==> config.mk <==
export PLATFORM = sky130hd
export DESIGN_NAME = pipelined_carry_adder_flat
export DESIGN_NICKNAME = d
export VERILOG_FILES = /design/src/rtl/pipelined_carry_adder_if.sv /design/src/rtl/pipelined_carry_adder.sv /design/src/flat_wrapper.sv
export SDC_FILE = /design/constraint.sdc
export NUM_CORES = 1
export LEC_CHECK = 0
export CAP_MARGIN = 15
export CORE_ASPECT_RATIO = 0.8
export CORE_MARGIN = 3
export CORE_UTILIZATION = 45
export DETAILED_ROUTE_END_ITERATION = 12
export GPL_TIMING_DRIVEN = 0
export PLACE_DENSITY = 0.68
export SKIP_CTS_REPAIR_TIMING = 1
export SLEW_MARGIN = 0
export SYNTH_ARGS = -nofsm -noshare
export SYNTH_HDL_FRONTEND = slang
export SYNTH_SLANG_ARGS = --single-unit
==> constraint.sdc <==
create_clock -name clk -period 2.8 [get_ports clk]
set_input_delay 0.7 -clock clk [delete_from_list [all_inputs] [get_ports clk]]
set_output_delay 0.7 -clock clk [all_outputs]
set_load 0.05 [all_outputs]
==> src/rtl/pipelined_carry_adder_if.sv <==
// pipelined_carry_adder_if
// Groups the operand-side and result-side valid/ready handshakes of the
// pipelined carry adder into one bundle.
//
// Parameter:
//   WIDTH      operand and result width
//
// Signals:
//   in_valid   producer has operands A/B/Cin (and sub) on the bus
//   in_ready   adder can take operands this cycle
//   A, B       operands
//   Cin        carry-in
//   sub        subtract select, only present when PIPE_ADD_SUB_EN is defined
//   out_valid  Sum/Cout/Ovf hold a result
//   out_ready  consumer takes the result this cycle
//   Sum        result
//   Cout       carry out of the MSB
//   Ovf        two's-complement overflow
//
// Modports:
//   master     the side that supplies operands and consumes results
//   slave      the adder itself
//
// Optional feature macro: PIPE_ADD_SUB_EN adds the sub signal.

interface pipelined_carry_adder_if #(
   parameter int WIDTH = 16
);
   logic             in_valid;
   logic             in_ready;
   logic [WIDTH-1:0] A;
   logic [WIDTH-1:0] B;
   logic             Cin;
   logic             out_valid;
   logic             out_ready;
   logic [WIDTH-1:0] Sum;
   logic             Cout;
   logic             Ovf;
`ifdef PIPE_ADD_SUB_EN
   logic             sub;

   modport master (
      output in_valid, A, B, Cin, sub, out_ready,
      input  in_ready, out_valid, Sum, Cout, Ovf
   );

   modport slave (
      input  in_valid, A, B, Cin, sub, out_ready,
      output in_ready, out_valid, Sum, Cout, Ovf
   );
`else
   modport master (
      output in_valid, A, B, Cin, out_ready,
      input  in_ready, out_valid, Sum, Cout, Ovf
   );

   modport slave (
      input  in_valid, A, B, Cin, out_ready,
      output in_ready, out_valid, Sum, Cout, Ovf
   );
`endif
endinterface

==> src/rtl/pipelined_carry_adder.sv <==
// pipelined_carry_adder
// A WIDTH-bit adder that is cut into STAGES equal slices. Each slice is a
// ripple chain of full_adder cells. Between slices the partial sum, the
// operand bits still to be added and the slice carry are registered. Both
// sides use a valid/ready handshake, and stalls propagate back through a
// ready chain.
//
// Parameters:
//   WIDTH    operand/result width, must be a multiple of STAGES
//   STAGES   pipeline depth and slice count, 1..WIDTH
//
// Ports:
//   clk      clock, all state changes on its rising edge
//   rst_n    synchronous active-low reset
//   bus      pipelined_carry_adder_if.slave (operands in, result out)
//
// Optional feature macro: PIPE_ADD_SUB_EN
//   When defined, bus.sub = 1 computes A - B - Cin as A + ~B + ~Cin.
//   When undefined, the block only adds.

module full_adder (
   input  logic a,
   input  logic b,
   input  logic ci,
   output logic s,
   output logic co
);
   assign s  = a ^ b ^ ci;
   assign co = (a & b) | (ci & (a ^ b));
endmodule

module pipelined_carry_adder #(
   parameter int WIDTH  = 16,
   parameter int STAGES = 4
) (
   input  logic                  clk,
   input  logic                  rst_n,
   pipelined_carry_adder_if.slave bus
);
   localparam int SLICE = WIDTH / STAGES;

   // Bit offset of stage k's leftover-B register inside bPipe. Stage k keeps
   // (STAGES-1-k) slices of B, so the offsets are a running triangular sum.
   function automatic int bOffset(input int k);
      return SLICE * (k * (STAGES - 1) - (k * (k - 1)) / 2);
   endfunction

   localparam int BTOT = (STAGES > 1) ? bOffset(STAGES - 1) : 1;

   if ((STAGES < 1) || (STAGES > WIDTH) || ((WIDTH % STAGES) != 0)) begin : gBadConfig
      $error("pipelined_carry_adder: WIDTH must be a multiple of STAGES and STAGES in 1..WIDTH");
   end

   logic [STAGES-1:0] vld;
   logic [STAGES-1:0] adv;
   logic [WIDTH-1:0]  accArr [STAGES];
   logic [STAGES-1:0] carryArr;
   logic [BTOT-1:0]   bPipe;
   logic [WIDTH-1:0]  bEff;
   logic              cinEff;
   logic              msbCarryIn;

   // Subtraction is folded into the operands at capture time. The inverted
   // B and carry-in then travel down the pipe with the rest of the
   // operation, so no later stage needs to know about sub.
`ifdef PIPE_ADD_SUB_EN
   assign bEff   = bus.sub ? ~bus.B   : bus.B;
   assign cinEff = bus.sub ? ~bus.Cin : bus.Cin;
`else
   assign bEff   = bus.B;
   assign cinEff = bus.Cin;
`endif

   // Ready chain: a stage may load when it is empty or when the stage after
   // it is also moving. The chain starts at the consumer's out_ready, so an
   // empty slot anywhere lets everything upstream of it advance.
   always_comb begin
      adv = '0;
      adv[STAGES-1] = !vld[STAGES-1] || bus.out_ready;
      for (int k = STAGES - 2; k >= 0; k--) begin
         adv[k] = !vld[k] || adv[k+1];
      end
   end

   if (STAGES == 1) begin : gNoB
      assign bPipe = '0;
   end

   for (genvar k = 0; k < STAGES; k++) begin : gStage
      localparam int LO   = k * SLICE;
      localparam int REMW = WIDTH - LO;

      // srcAcc holds finished sum slices below LO and untouched A above it.
      // srcB holds only the B slices from slice k upwards.
      logic [WIDTH-1:0] srcAcc;
      logic [REMW-1:0]  srcB;
      logic             srcCarry;
      logic             srcValid;
      logic [SLICE:0]   chain;
      logic [SLICE-1:0] sliceSum;
      logic [WIDTH-1:0] accD;
      logic [WIDTH-1:0] accQ;
      logic             vldQ;
      logic             carryQ;

      if (k == 0) begin : gFromInput
         assign srcAcc   = bus.A;
         assign srcB     = bEff;
         assign srcCarry = cinEff;
         assign srcValid = bus.in_valid;
      end else begin : gFromPrev
         assign srcAcc   = accArr[k-1];
         assign srcB     = bPipe[bOffset(k-1) +: REMW];
         assign srcCarry = carryArr[k-1];
         assign srcValid = vld[k-1];
      end

      assign chain[0] = srcCarry;

      for (genvar i = 0; i < SLICE; i++) begin : gBit
         full_adder uFa (
            .a  (srcAcc[LO+i]),
            .b  (srcB[i]),
            .ci (chain[i]),
            .s  (sliceSum[i]),
            .co (chain[i+1])
         );
      end

      // The slice result overwrites the A bits it consumed; the other bits
      // pass through unchanged.
      always_comb begin
         accD = srcAcc;
         accD[LO +: SLICE] = sliceSum;
      end

      // Stage register. Loading valid from the predecessor on every advance
      // is what lets bubbles collapse as work moves forward.
      always_ff @(posedge clk) begin
         if (!rst_n) begin
            vldQ   <= 1'b0;
            accQ   <= '0;
            carryQ <= 1'b0;
         end else if (adv[k]) begin
            vldQ   <= srcValid;
            accQ   <= accD;
            carryQ <= chain[SLICE];
         end
      end

      assign vld[k]      = vldQ;
      assign accArr[k]   = accQ;
      assign carryArr[k] = carryQ;

      if (k < STAGES - 1) begin : gKeepB
         localparam int BW = WIDTH - (k + 1) * SLICE;
         logic [BW-1:0] bRemQ;

         // B slices not yet consumed; the low slice has just been used.
         always_ff @(posedge clk) begin
            if (!rst_n) begin
               bRemQ <= '0;
            end else if (adv[k]) begin
               bRemQ <= srcB[REMW-1:SLICE];
            end
         end

         assign bPipe[bOffset(k) +: BW] = bRemQ;
      end else begin : gMsb
         logic msbQ;

         // Carry into the MSB is kept so overflow can be formed from
         // registered values only.
         always_ff @(posedge clk) begin
            if (!rst_n) begin
               msbQ <= 1'b0;
            end else if (adv[k]) begin
               msbQ <= chain[SLICE-1];
            end
         end

         assign msbCarryIn = msbQ;
      end
   end

   assign bus.in_ready  = rst_n & adv[0];
   assign bus.out_valid = vld[STAGES-1];
   assign bus.Sum       = accArr[STAGES-1];
   assign bus.Cout      = carryArr[STAGES-1];
   assign bus.Ovf       = msbCarryIn ^ carryArr[STAGES-1];

endmodule

==> src/flat_wrapper.sv <==
// flat-port wrapper written by rule: the top's interface ports become plain ports
module pipelined_carry_adder_flat 
#(
   parameter int WIDTH  = 16,
   parameter int STAGES = 4
)
  (clk, rst_n, bus_in_valid, bus_A, bus_B, bus_Cin, bus_out_ready, bus_in_ready, bus_out_valid, bus_Sum, bus_Cout, bus_Ovf);
  pipelined_carry_adder_if #(.WIDTH(WIDTH)) bus_i ();
  input  logic clk;
  input  logic rst_n;
  input wire logic [$bits(bus_i.in_valid)-1:0] bus_in_valid;
  input wire logic [$bits(bus_i.A)-1:0] bus_A;
  input wire logic [$bits(bus_i.B)-1:0] bus_B;
  input wire logic [$bits(bus_i.Cin)-1:0] bus_Cin;
  input wire logic [$bits(bus_i.out_ready)-1:0] bus_out_ready;
  output wire logic [$bits(bus_i.in_ready)-1:0] bus_in_ready;
  output wire logic [$bits(bus_i.out_valid)-1:0] bus_out_valid;
  output wire logic [$bits(bus_i.Sum)-1:0] bus_Sum;
  output wire logic [$bits(bus_i.Cout)-1:0] bus_Cout;
  output wire logic [$bits(bus_i.Ovf)-1:0] bus_Ovf;
  assign bus_i.in_valid = bus_in_valid;
  assign bus_i.A = bus_A;
  assign bus_i.B = bus_B;
  assign bus_i.Cin = bus_Cin;
  assign bus_i.out_ready = bus_out_ready;
  assign bus_in_ready = bus_i.in_ready;
  assign bus_out_valid = bus_i.out_valid;
  assign bus_Sum = bus_i.Sum;
  assign bus_Cout = bus_i.Cout;
  assign bus_Ovf = bus_i.Ovf;
  pipelined_carry_adder #(.WIDTH(WIDTH), .STAGES(STAGES)) u_core (.clk(clk), .rst_n(rst_n), .bus(bus_i));
endmodule
# Yosys cells after proc, flatten, opt, wreduce, memory -nomap -nowiden
# Index checks and enable logic that the tools add are counted.
# classes
bitwise_logic	82
n_reduce_logical	8
# ops
operator	n
1-bit AND	33
1-bit bitwise XOR	33
1-bit OR	16
1-bit logical NOT	4
1-bit logical OR	4
# totals
reg_bits	97
inputBits	37
out_inout_bits	20
elab_cells	106

# Longest topological paths before layout
# Gate-level depths: netlist of the first run.
# depth
word_depth	9
mapped_depth	10
mapped_depth_nobuf	10

# Cells and area by module
# Synthesis of the first run repeated with hierarchy kept, for this count alone.
# hier_totals
cells_unflattened	436
hier_area_um2	3996.3
# by_module_without_submodules
mod	n_inst	cells_per_inst	area_each_um2	seq_area_each_um2
pipelined_carry_adder	1	420	3676.0	1941.9
full_adder	16	1	20.0	0.0

# Worst setup path after synthesis of the first run
# OpenSTA, ideal clock, no wires.
# synth_path
path_type	input to output
startpoint	in rst_n
endpoint	out bus_in_ready
arrival_ns	1.770
t_required_ns	2.100
slack_ns	0.330
stages	3
path_buffers	2
path_cell_list	buf_2 > buf_2 > nor2b_1
# synth_via
elab_chain_cells	1
# synth_lines
item	line	text
from (decl)	flat_wrapper.sv:10	input logic rst_n;
1-bit AND	pipelined_carry_adder.sv:186	assign bus.in_ready = rst_n & adv[0];
to (decl)	flat_wrapper.sv:16	output wire logic [$bits(bus_i.in_ready)-1:0] bus_in_ready;
# No other way between the ends.

# Final worst setup path of the first run
# layout_path
startpoint	in bus_out_ready
endpoint	out bus_in_ready
# layout_via
elab_chain_cells	5
# layout_lines
item	line	text
from (decl)	flat_wrapper.sv:15	input wire logic [$bits(bus_i.out_ready)-1:0] bus_out_ready;
1-bit logical OR	pipelined_carry_adder.sv:79	adv[STAGES-1] = !vld[STAGES-1] || bus.out_ready;
1-bit logical OR (3 in series)	pipelined_carry_adder.sv:81	adv[k] = !vld[k] || adv[k+1];
1-bit AND	pipelined_carry_adder.sv:186	
# No other way between the ends.

==> results.json, run 1 <==
{
  "fin_crit_sh_pct": 94.4,
  "p_total_mw": 3.10,
  "status": "completed",
  "maxCapViolCount": 0,
  "p_sw_share_pct": 22.8,
  "overflow": 0,
  "io_pins": 57,
  "place_ws_ns": -0.440,
  "internal-power_mw": 2.40,
  "syn2layout_area_growth_pct": 25.0,
  "drc": 0,
  "max_slew_margin_pct": 66.7,
  "vias_per_cell": 4.89,
  "final_nets": 573,
  "rsz0062_at_grt": "false",
  "dr.pass1.iters": 4,
  "hold_viol": 0,
  "wl_per_cell_um": 13.3,
  "fp-row-count": 30,
  "cts-root-buf": "clkbuf_16",
  "period_minus_slack_ns": 2.64,
  "yosys.area_share.adder_pct": 7.76,
  "final-instance-count-excl-fill": 637,
  "die_area_mm2": 0.0104,
  "path_cells": "clkdlybuf4s50_1 > nand3b_4 > nor2_8 > nor2b_1 > clkbuf_2",
  "drt_iter0_drc": 99,
  "cts_buffers": 9,
  "grt_start_max_net_pins": 17,
  "seq_area_mm2": 0.00194,
  "cpPeakStageDelay_ns": 0.55,
  "yosysWarnings": 0,
  "cpMaxStageDelayCell": "clkdlybuf4s50_1",
  "vdd_drop_max_uv": 352,
  "hold_class": "reg -> reg",
  "final.fill_count": 809,
  "fin_ws_ns": 0.157,
  "switchingPower_mw": 0.709,
  "path_max_fanout": 6,
  "tritoncts": "built",
  "drt_wl_total_um": 8500,
  "synth-simple-area-share_pct": 17.9,
  "diodes": 0,
  "pwr-share-comb_pct": 8.9,
  "max_slew.worst_pin.slew_ns": 0.499,
  "synth_area_per_cell_um2": 9.13,
  "cts.clk_slew.worst_paths_ns": 0.07,
  "die_h_um": 91.7,
  "synthesis.area_mm2": 0.00413,
  "clk_latency_ns": 0.34,
  "die_x_um": 113,
  "power.leakage_nw": 2.13,
  "skew_ns": 0.00649,
  "synth_top_family_by_area": "simple AND/OR/NAND/NOR gates",
  "startpoint_type": "primary input",
  "ys_types": 24,
  "track_usage_pct": 17.8,
  "cts_buffer_depth": 2,
  "clock-sinks": 97,
  "dp.cells": 619,
  "synth_compound_area_share_pct": 14.0,
  "layout_commonest_cell": "nand2_1",
  "crit_family": "buffers and inverters",
  "worst_hold_slack_ns": 0.452,
  "first_global_vias": 3194,
  "worstPathArrival_ns": 1.94,
  "seqPwrFrac_pct": 48.0,
  "pwr_density_cell_mw_per_mm2": 602,
  "ant_nets": 0,
  "num_vias": 3115,
  "antenna_found_initial": 0,
  "crit_type": "in -> out",
  "dp_hpwl_um": 6580,
  "finalSetupViolCount": 0,
  "postSynthCellCount": 452,
  "critPathRequiredTime_ns": 2.10,
  "yosysSeqAreaShare_pct": 47.0,
  "end_kind": "primary output",
  "multiInputGateArea_mm2": 0.00191,
  "grt_first_pass_wirelength_um": 14800,
  "r2r_slack_ns": 0.57,
  "gp_congestion": 0.771,
  "final_core_util_pct": 59.2,
  "p_clk_share_pct": 43.1,
  "drive_above_1_share_pct": 7.81,
  "core-area_mm2": 0.00871,
  "maxSlewViolCount": 0,
  "initial_utilization_pct": 47.4,
  "htree_levels": 3,
  "final_cell_mix": "nand2_1 (172), dfxtp_1 (97), clkdlybuf4s50_1 (54), a21boi_0 (32), inv_1 (29)",
  "synth.net_count": 505,
  "path_buf_inv": 2,
  "synth_xor_area_share_pct": 0.212,
  "port_buffers": 55,
  "synth_mux_area_share_pct": 6.30,
  "synth-seq-cells": 97,
  "max_freq_mhz": 378
}
## synthesized netlist by cell type
cell / instances / area share, %
a21boi_0: 32 / 5.8
a21boi_1: 23 / 4.2
and3b_1: 1 / 0.21
and4b_1: 1 / 0.24
buf_2: 11 / 1.3
buf_4: 5 / 0.91
buf_6: 1 / 0.27
buf_8: 2 / 0.73
clkbuf_1: 10 / 0.91
dfxtp_1: 97 / 47
fa_1: 16 / 7.8
inv_1: 29 / 2.6
mux2i_1: 26 / 6.3
nand2_1: 172 / 16
nand2b_1: 1 / 0.15
nand3b_4: 1 / 0.49
nand4b_2: 1 / 0.36
nor2_8: 1 / 0.49
nor2b_1: 2 / 0.30
o211a_1: 9 / 2.2
o21a_1: 4 / 0.73
o21ai_0: 3 / 0.36
o311a_1: 3 / 0.73
xor2_1: 1 / 0.21
## cell type report
class	count	share of cell area, %
Clock inverter	6	1.77
Clock buffer	10	4.63
Sequential cell	97	37.6
Timing Repair Buffer	57	10.9
Inverter	29	2.11
Tap cell	112	2.72
Multi-Input combinational cell	297	36.9
Buffer	29	3.32
## final timing paths
path	start	endpoint	cells after the start
worst max-delay path	bus_out_ready	bus_in_ready	5
worst min-delay path	u_core.gStage[1].accQ[1]$_SDFFE_PN0P_	u_core.gStage[1].accQ[1]$_SDFFE_PN0P_	2
worst max register to register	u_core.gStage[2].accQ[12]$_SDFFE_PN0P_	u_core.bus.Sum[15]$_SDFFE_PN0P_	10
worst min register to register	u_core.gStage[1].accQ[1]$_SDFFE_PN0P_	u_core.gStage[1].accQ[1]$_SDFFE_PN0P_	2
## through the flow
| stage | instance area [µm²] | setup TNS, ns |
|---|---|---|
| floorplan | 4130 | 0 |
| global placement | 4820 | -0.553 |
| detailed placement | 4820 | -0.650 |
| CTS | 5150 | -0.441 |
| global route | 5160 | 0 |
| finish | 5160 | 0 |
## tightest hold or removal path, delay by kind of cell (launching register included)
family	cells	cell delay (ns)
flops	1	0.31
compound gates	1	0.05
simple gates	1	0.05
## sequential cells by signal, indices dropped and copies added, names as in the netlist
signal	count
u_core.bus.Sum	16
u_core.bus.out_valid	1
u_core.gStage.gKeepB.bRemQ	24
u_core.bus.Cout	1
u_core.gStage.carryQ	3
u_core.gStage.vldQ	3
u_core.gStage.gMsb.msbQ	1
u_core.gStage.accQ	48
## power by group through the flow
stage	logic, mW	registers, mW	clock network (mW)
2_1_floorplan	0.138	1.54	0
3_3_place_gp	0.277	1.52	0
3_5_place_dp	0.281	1.52	0
4_1_cts	0.283	1.49	1.36
5_1_grt	0.313	1.50	1.42
6_report	0.277	1.49	1.34
## routing by layer
metal,GRT usage [%],vias to the layer above,wire length [µm]
met5,0,-,0
met4,5.51,0,76
met3,3.36,6,287
met2,28.3,43,3950
met1,24.5,1487,4180
li1,-,1579,-
## kinds of logic after synthesis
logic type / after synthesis
buffers and inverters: 58
adder cells (fa/ha/maj): 16
multiplexers: 26
AO/OA/AOI/OAI: 74
AND/OR/NAND/NOR: 180
flip-flops: 97
XOR/XNOR: 1
No activity file was read; power rests on OpenSTA's default activity.
==> run 2, diff against run 1 <==
Settings changed: CORE_MARGIN 3 to 2, PLACE_DENSITY 0.68 to 0.7, SETUP_SLACK_MARGIN set to 0.3.
Clock period 2.8 ns to 2.4 ns, I/O delays scaled along.
==> run 2 against run 1 <==
Compared with the run above: routed wire length is 5.4% higher; clock-buffer cell count is 5 higher; register-to-register slack worse by 0.30 ns; sequential power is 17% higher; die area is 3.9% lower; utilization is 1.0 points lower; cell count is 0.94% higher; clock power is 4% higher; via count is 1.6% higher; critical path type is now in -> reg; largest cell class unchanged; largest power group unchanged.
==> results.json, run 2 (synthesized netlist as in run 1, its figures left out) <==
{
  "path_max_fanout": 1,
  "cts_buffer_depth": 2,
  "p_total_mw": 3.47,
  "placed_area_mm2": 0.00483,
  "min_from": "u_core.gStage[1].accQ[14]$_SDFFE_PN0P_",
  "first_global_vias": 3262,
  "overflow": 0,
  "core-area_mm2": 0.00900,
  "max_slew_margin_pct": 64.7,
  "final.fill_count": 820,
  "num_vias": 3164,
  "diodes": 0,
  "die_area_mm2": 0.00996,
  "status": "completed",
  "clk_latency_ns": 0.35,
  "worst_hold_slack_ns": 0.453,
  "wl_per_cell_um": 13.9,
  "max_freq_mhz": 465,
  "end_kind": "flip-flop",
  "largest_register_ff_count": 48,
  "grt_first_pass_wirelength_um": 15200,
  "drive_above_1_share_pct": 13.6,
  "fin_crit_sh_pct": 89.6,
  "power.leakage_nw": 2.48,
  "vdd_drop_max_uv": 516,
  "period_minus_slack_ns": 2.15,
  "skew_ns": 0.0101,
  "grt.busiest_layer": "met2",
  "use_met3_pct": 5.10,
  "tns_ns": 0,
  "port_buffers": 55,
  "grt_util_met1_pct": 23.6,
  "initial_utilization_pct": 45.9,
  "reg2reg_depth": 10,
  "hold_depth": 2,
  "fin_area_mm2": 0.00524,
  "gp_congestion": 0.764,
  "die_x_um": 111,
  "tritoncts": "built",
  "fp-row-count": 31,
  "grt_start_max_net_pins": 15,
  "multiInputGateArea_mm2": 0.00193,
  "cts-root-buf": "clkbuf_16",
  "drt_wl_total_um": 8960,
  "crit_type": "in -> reg",
  "vias_per_cell": 4.92,
  "ant_nets": 0,
  "rr_startpoint": "u_core.gStage[2].accQ[12]$_SDFFE_PN0P_",
  "pwr_density_cell_mw_per_mm2": 663,
  "final_nets": 576,
  "dp_hpwl_um": 6720,
  "r2r-end": "u_core.bus.Sum[15]$_SDFFE_PN0P_",
  "die_h_um": 89.7,
  "io_pins": 57,
  "max_slew.worst_pin.slew_ns": 0.529,
  "maxSlewViolCount": 0,
  "critPathRequiredTime_ns": 2.68,
  "cts.clk_slew.worst_paths_ns": 0.06,
  "maxCapViolCount": 0,
  "hold_end": "u_core.gStage[1].accQ[14]$_SDFFE_PN0P_",
  "finalSetupViolCount": 0,
  "antenna_found_initial": 0,
  "cts_buffers": 9,
  "startpoint_type": "primary input",
  "drt_iter0_drc": 102,
  "hold_class": "reg -> reg",
  "final_cell_mix": "nand2_1 (172), dfxtp_1 (93), a21boi_0 (32), clkdlybuf4s50_1 (30), mux2i_1 (26)",
  "hold_viol": 0,
  "htree_levels": 3,
  "clock-sinks": 97,
  "layout_commonest_cell": "nand2_1",
  "drc": 0,
  "dr.pass1.iters": 4,
  "r2r_slack_ns": 0.27,
  "grt_util_met2_pct": 35.2,
  "worstPathArrival_ns": 2.43,
  "rsz0062_at_grt": "true",
  "syn2layout_area_growth_pct": 26.9,
  "seq_area_mm2": 0.00195,
  "top_register": "u_core.gStage.accQ",
  "track_usage_pct": 19.5
}
## run 2: worst max-delay path by stage
stage | start | cells past startpoint | slack [ns] | endpoint
after global placement | bus_out_ready | 5 | -0.59 | bus_in_ready
after floorplan | bus_Cin | 9 | 0.15 | u_core.gStage[0].accQ[3]$_SDFFE_PN0N_
after detailed placement | bus_out_ready | 5 | -0.60 | bus_in_ready
final | bus_A[0] | 10 | 0.25 | u_core.gStage[0].accQ[3]$_SDFFE_PN0N_
after global routing | u_core.gStage[2].accQ[12]$_SDFFE_PN0P_ | 10 | 0.18 | u_core.bus.Sum[15]$_SDFFE_PN0P_
after CTS | bus_out_ready | 5 | -0.61 | bus_in_ready
## run 2: power breakdown
group / internal [mW] / leakage, nW / switching, mW
Combinational: 0.162 / 1.54 / 0.171
Sequential: 1.69 / 0.799 / 0.0479
Clock: 0.817 / 0.142 / 0.581
Total: 2.67 / 2.48 / 0.800
## run 2: per-layer routing
| layer | vias up | wire, µm |
|---|---|---|
| met1 | 1532 | 4130 |
| met3 | 12 | 327 |
| met5 | - | 0 |
| met2 | 39 | 4390 |
| met4 | 0 | 112 |
| li1 | 1581 | - |
## run 2: layout make-up
cell class / count / area share (%)
plain buffers: 29 / 3.27
clock buffers: 15 / 5.49
clock inverters: 1 / 0.143
inverters: 29 / 2.17
multi-input cells: 297 / 36.9
flip-flops and latches: 97 / 37.2
well taps: 115 / 2.75
repair buffers: 60 / 12.1
## run 2: through the flow
| step | setup WS [ns] | cells | util (%) |
|---|---|---|---|
| 2_1_floorplan | 0.150 | 452 | - |
| 3_3_place_gp | -0.594 | 622 | 53.7 |
| 3_5_place_dp | -0.604 | 622 | 53.7 |
| 4_1_cts | -0.610 | 638 | 57.0 |
| 5_1_grt | 0.183 | 643 | 58.2 |
| 6_report | 0.250 | 643 | 58.2 |
## run 2: critical path, stage by stage
cell and delay, ns:
buf_6 0.10, inv_4 0.04, fa_2 0.19, inv_2 0.04, fa_2 0.36, fa_2 0.37, inv_2 0.06, fa_1 0.41
o21ai_1 0.09, o311a_1 0.17
==> run 3, diff against run 2 <==
Settings changed: GPL_TIMING_DRIVEN 0 to 1.
==> run 3 against run 2 <==
Compared with the run above: utilization down 0.78 points; critical path depth shrank 3; sequential cell count is the same; clock skew is 0.0042 ns lower; largest cell class unchanged; critical path type unchanged; routed wire length shrank 13%; die area unchanged; highest routed layer unchanged.
==> results.json, run 3 (synthesized netlist as in run 1, its figures left out) <==
{
  "status": "completed",
  "dr.pass1.iters": 4,
  "pwr_density_cell_mw_per_mm2": 695,
  "gp_congestion": 0.785,
  "final_nets": 554,
  "core-area_mm2": 0.00900,
  "diodes": 0,
  "ant_nets": 0,
  "grt_first_pass_wirelength_um": 13600,
  "cts_buffers": 9,
  "maxCapViolCount": 0,
  "cts_buffer_depth": 2,
  "end_kind": "flip-flop",
  "layout_commonest_cell": "nand2_1",
  "track_usage_pct": 16.9,
  "drive_above_1_share_pct": 11.3,
  "max_slew.worst_pin.slew_ns": 0.512,
  "tritoncts": "built",
  "use_met3_pct": 4.97,
  "rsz0062_at_grt": "true",
  "place_ws_ns": -0.387,
  "drc": 0,
  "maxSlewViolCount": 0,
  "clock-sinks": 97,
  "drt_iter0_drc": 119,
  "hold_viol": 0,
  "cts-root-buf": "clkbuf_16",
  "top_register": "u_core.gStage.accQ",
  "hold_class": "reg -> reg",
  "overflow": 0,
  "startpoint_type": "primary input",
  "worst_hold_slack_ns": 0.452,
  "die_h_um": 89.7,
  "cts.clk_slew.worst_paths_ns": 0.06,
  "first_global_vias": 3045,
  "power.leakage_nw": 2.42,
  "finalSetupViolCount": 0,
  "path_max_fanout": 1,
  "syn2layout_area_growth_pct": 25.2,
  "grt_start_max_net_pins": 124,
  "fp-row-count": 31,
  "crit_type": "in -> reg",
  "vias_per_cell": 4.86,
  "grt.busiest_layer": "met2",
  "largest_register_ff_count": 48,
  "antenna_found_initial": 0,
  "die_x_um": 111,
  "grt_util_met1_pct": 18.9,
  "htree_levels": 3,
  "clk_latency_ns": 0.34,
  "vdd_drop_max_uv": 532,
  "initial_utilization_pct": 45.9,
  "io_pins": 57,
  "num_vias": 3006,
  "wl_per_cell_um": 12.5,
  "final_cell_mix": "nand2_1 (172), dfxtp_1 (94), clkdlybuf4s50_1 (33), a21boi_0 (32), mux2i_1 (26)",
  "worstPathArrival_ns": 2.54,
  "grt_util_met2_pct": 31.8,
  "critPathRequiredTime_ns": 2.68,
  "max_freq_mhz": 442,
  "skew_ns": 0.00587,
  "die_area_mm2": 0.00996,
  "fin_crit_sh_pct": 94.2,
  "period_minus_slack_ns": 2.26,
  "port_buffers": 56,
  "dp_hpwl_um": 5270,
  "max_slew_margin_pct": 65.8,
  "drt_wl_total_um": 7770,
  "fin_ws_ns": 0.140
}
-- run 3: final cells by class --
class	count	area [µm²]
Clock buffer	11	253
Clock inverter	3	65.1
Fill cell	804	3830
Inverter	29	109
Multi-Input combinational cell	297	1940
Sequential cell	97	1950
Tap cell	115	144
Timing Repair Buffer	67	711
-- run 3: final timing paths --
kind / start / slack [ns] / endpoint / cells past startpoint
hold reg to reg: u_core.gStage[1].accQ[1]$_SDFFE_PN0P_ / 0.45 / u_core.gStage[1].accQ[1]$_SDFFE_PN0P_ / 2
hold / removal: u_core.gStage[1].accQ[1]$_SDFFE_PN0P_ / 0.45 / u_core.gStage[1].accQ[1]$_SDFFE_PN0P_ / 2
setup / recovery: bus_B[1] / 0.14 / u_core.gStage[0].accQ[3]$_SDFFE_PN0N_ / 7
setup reg to reg: u_core.gStage[1].accQ[8]$_SDFFE_PN0P_ / 0.33 / u_core.gStage[2].accQ[11]$_SDFFE_PN0P_ / 9
-- run 3: routing by layer --
metal  vias to the layer above  share of wire, %
li1                       1529                 -
met1                      1416                44
met2                        47                50
met3                        14               4.2
met4                         0               1.6
met5                         -                 0
-- run 3: power breakdown --
group | total [mW] | internal (mW) | switching [mW]
logic | 0.324 | 0.162 | 0.161
registers | 1.74 | 1.69 | 0.0478
clock network | 1.53 | 0.956 | 0.570
-- run 3: worst max-delay path, cell delays in order --
cell,delay [ns]
clkdlybuf4s50_1,0.44
fa_2,0.41
fa_2,0.37
inv_2,0.06
fa_1,0.41
o21ai_1,0.09
o311a_1,0.16
-- run 3: per-stage QoR --
step           instance area [µm²]  utilization (%)  std cells  TNS (ns)  total power, mW
6_report                      5170             57.4        619         0             3.59
3_3_place_gp                  4760             52.9        605    -0.607             2.09
3_5_place_dp                  4760             52.9        605    -0.778             2.10
4_1_cts                       5080             56.4        619   -0.0331             3.62
5_1_grt                       5170             57.4        619         0             3.74
2_1_floorplan                 4140                -        452         0             1.96
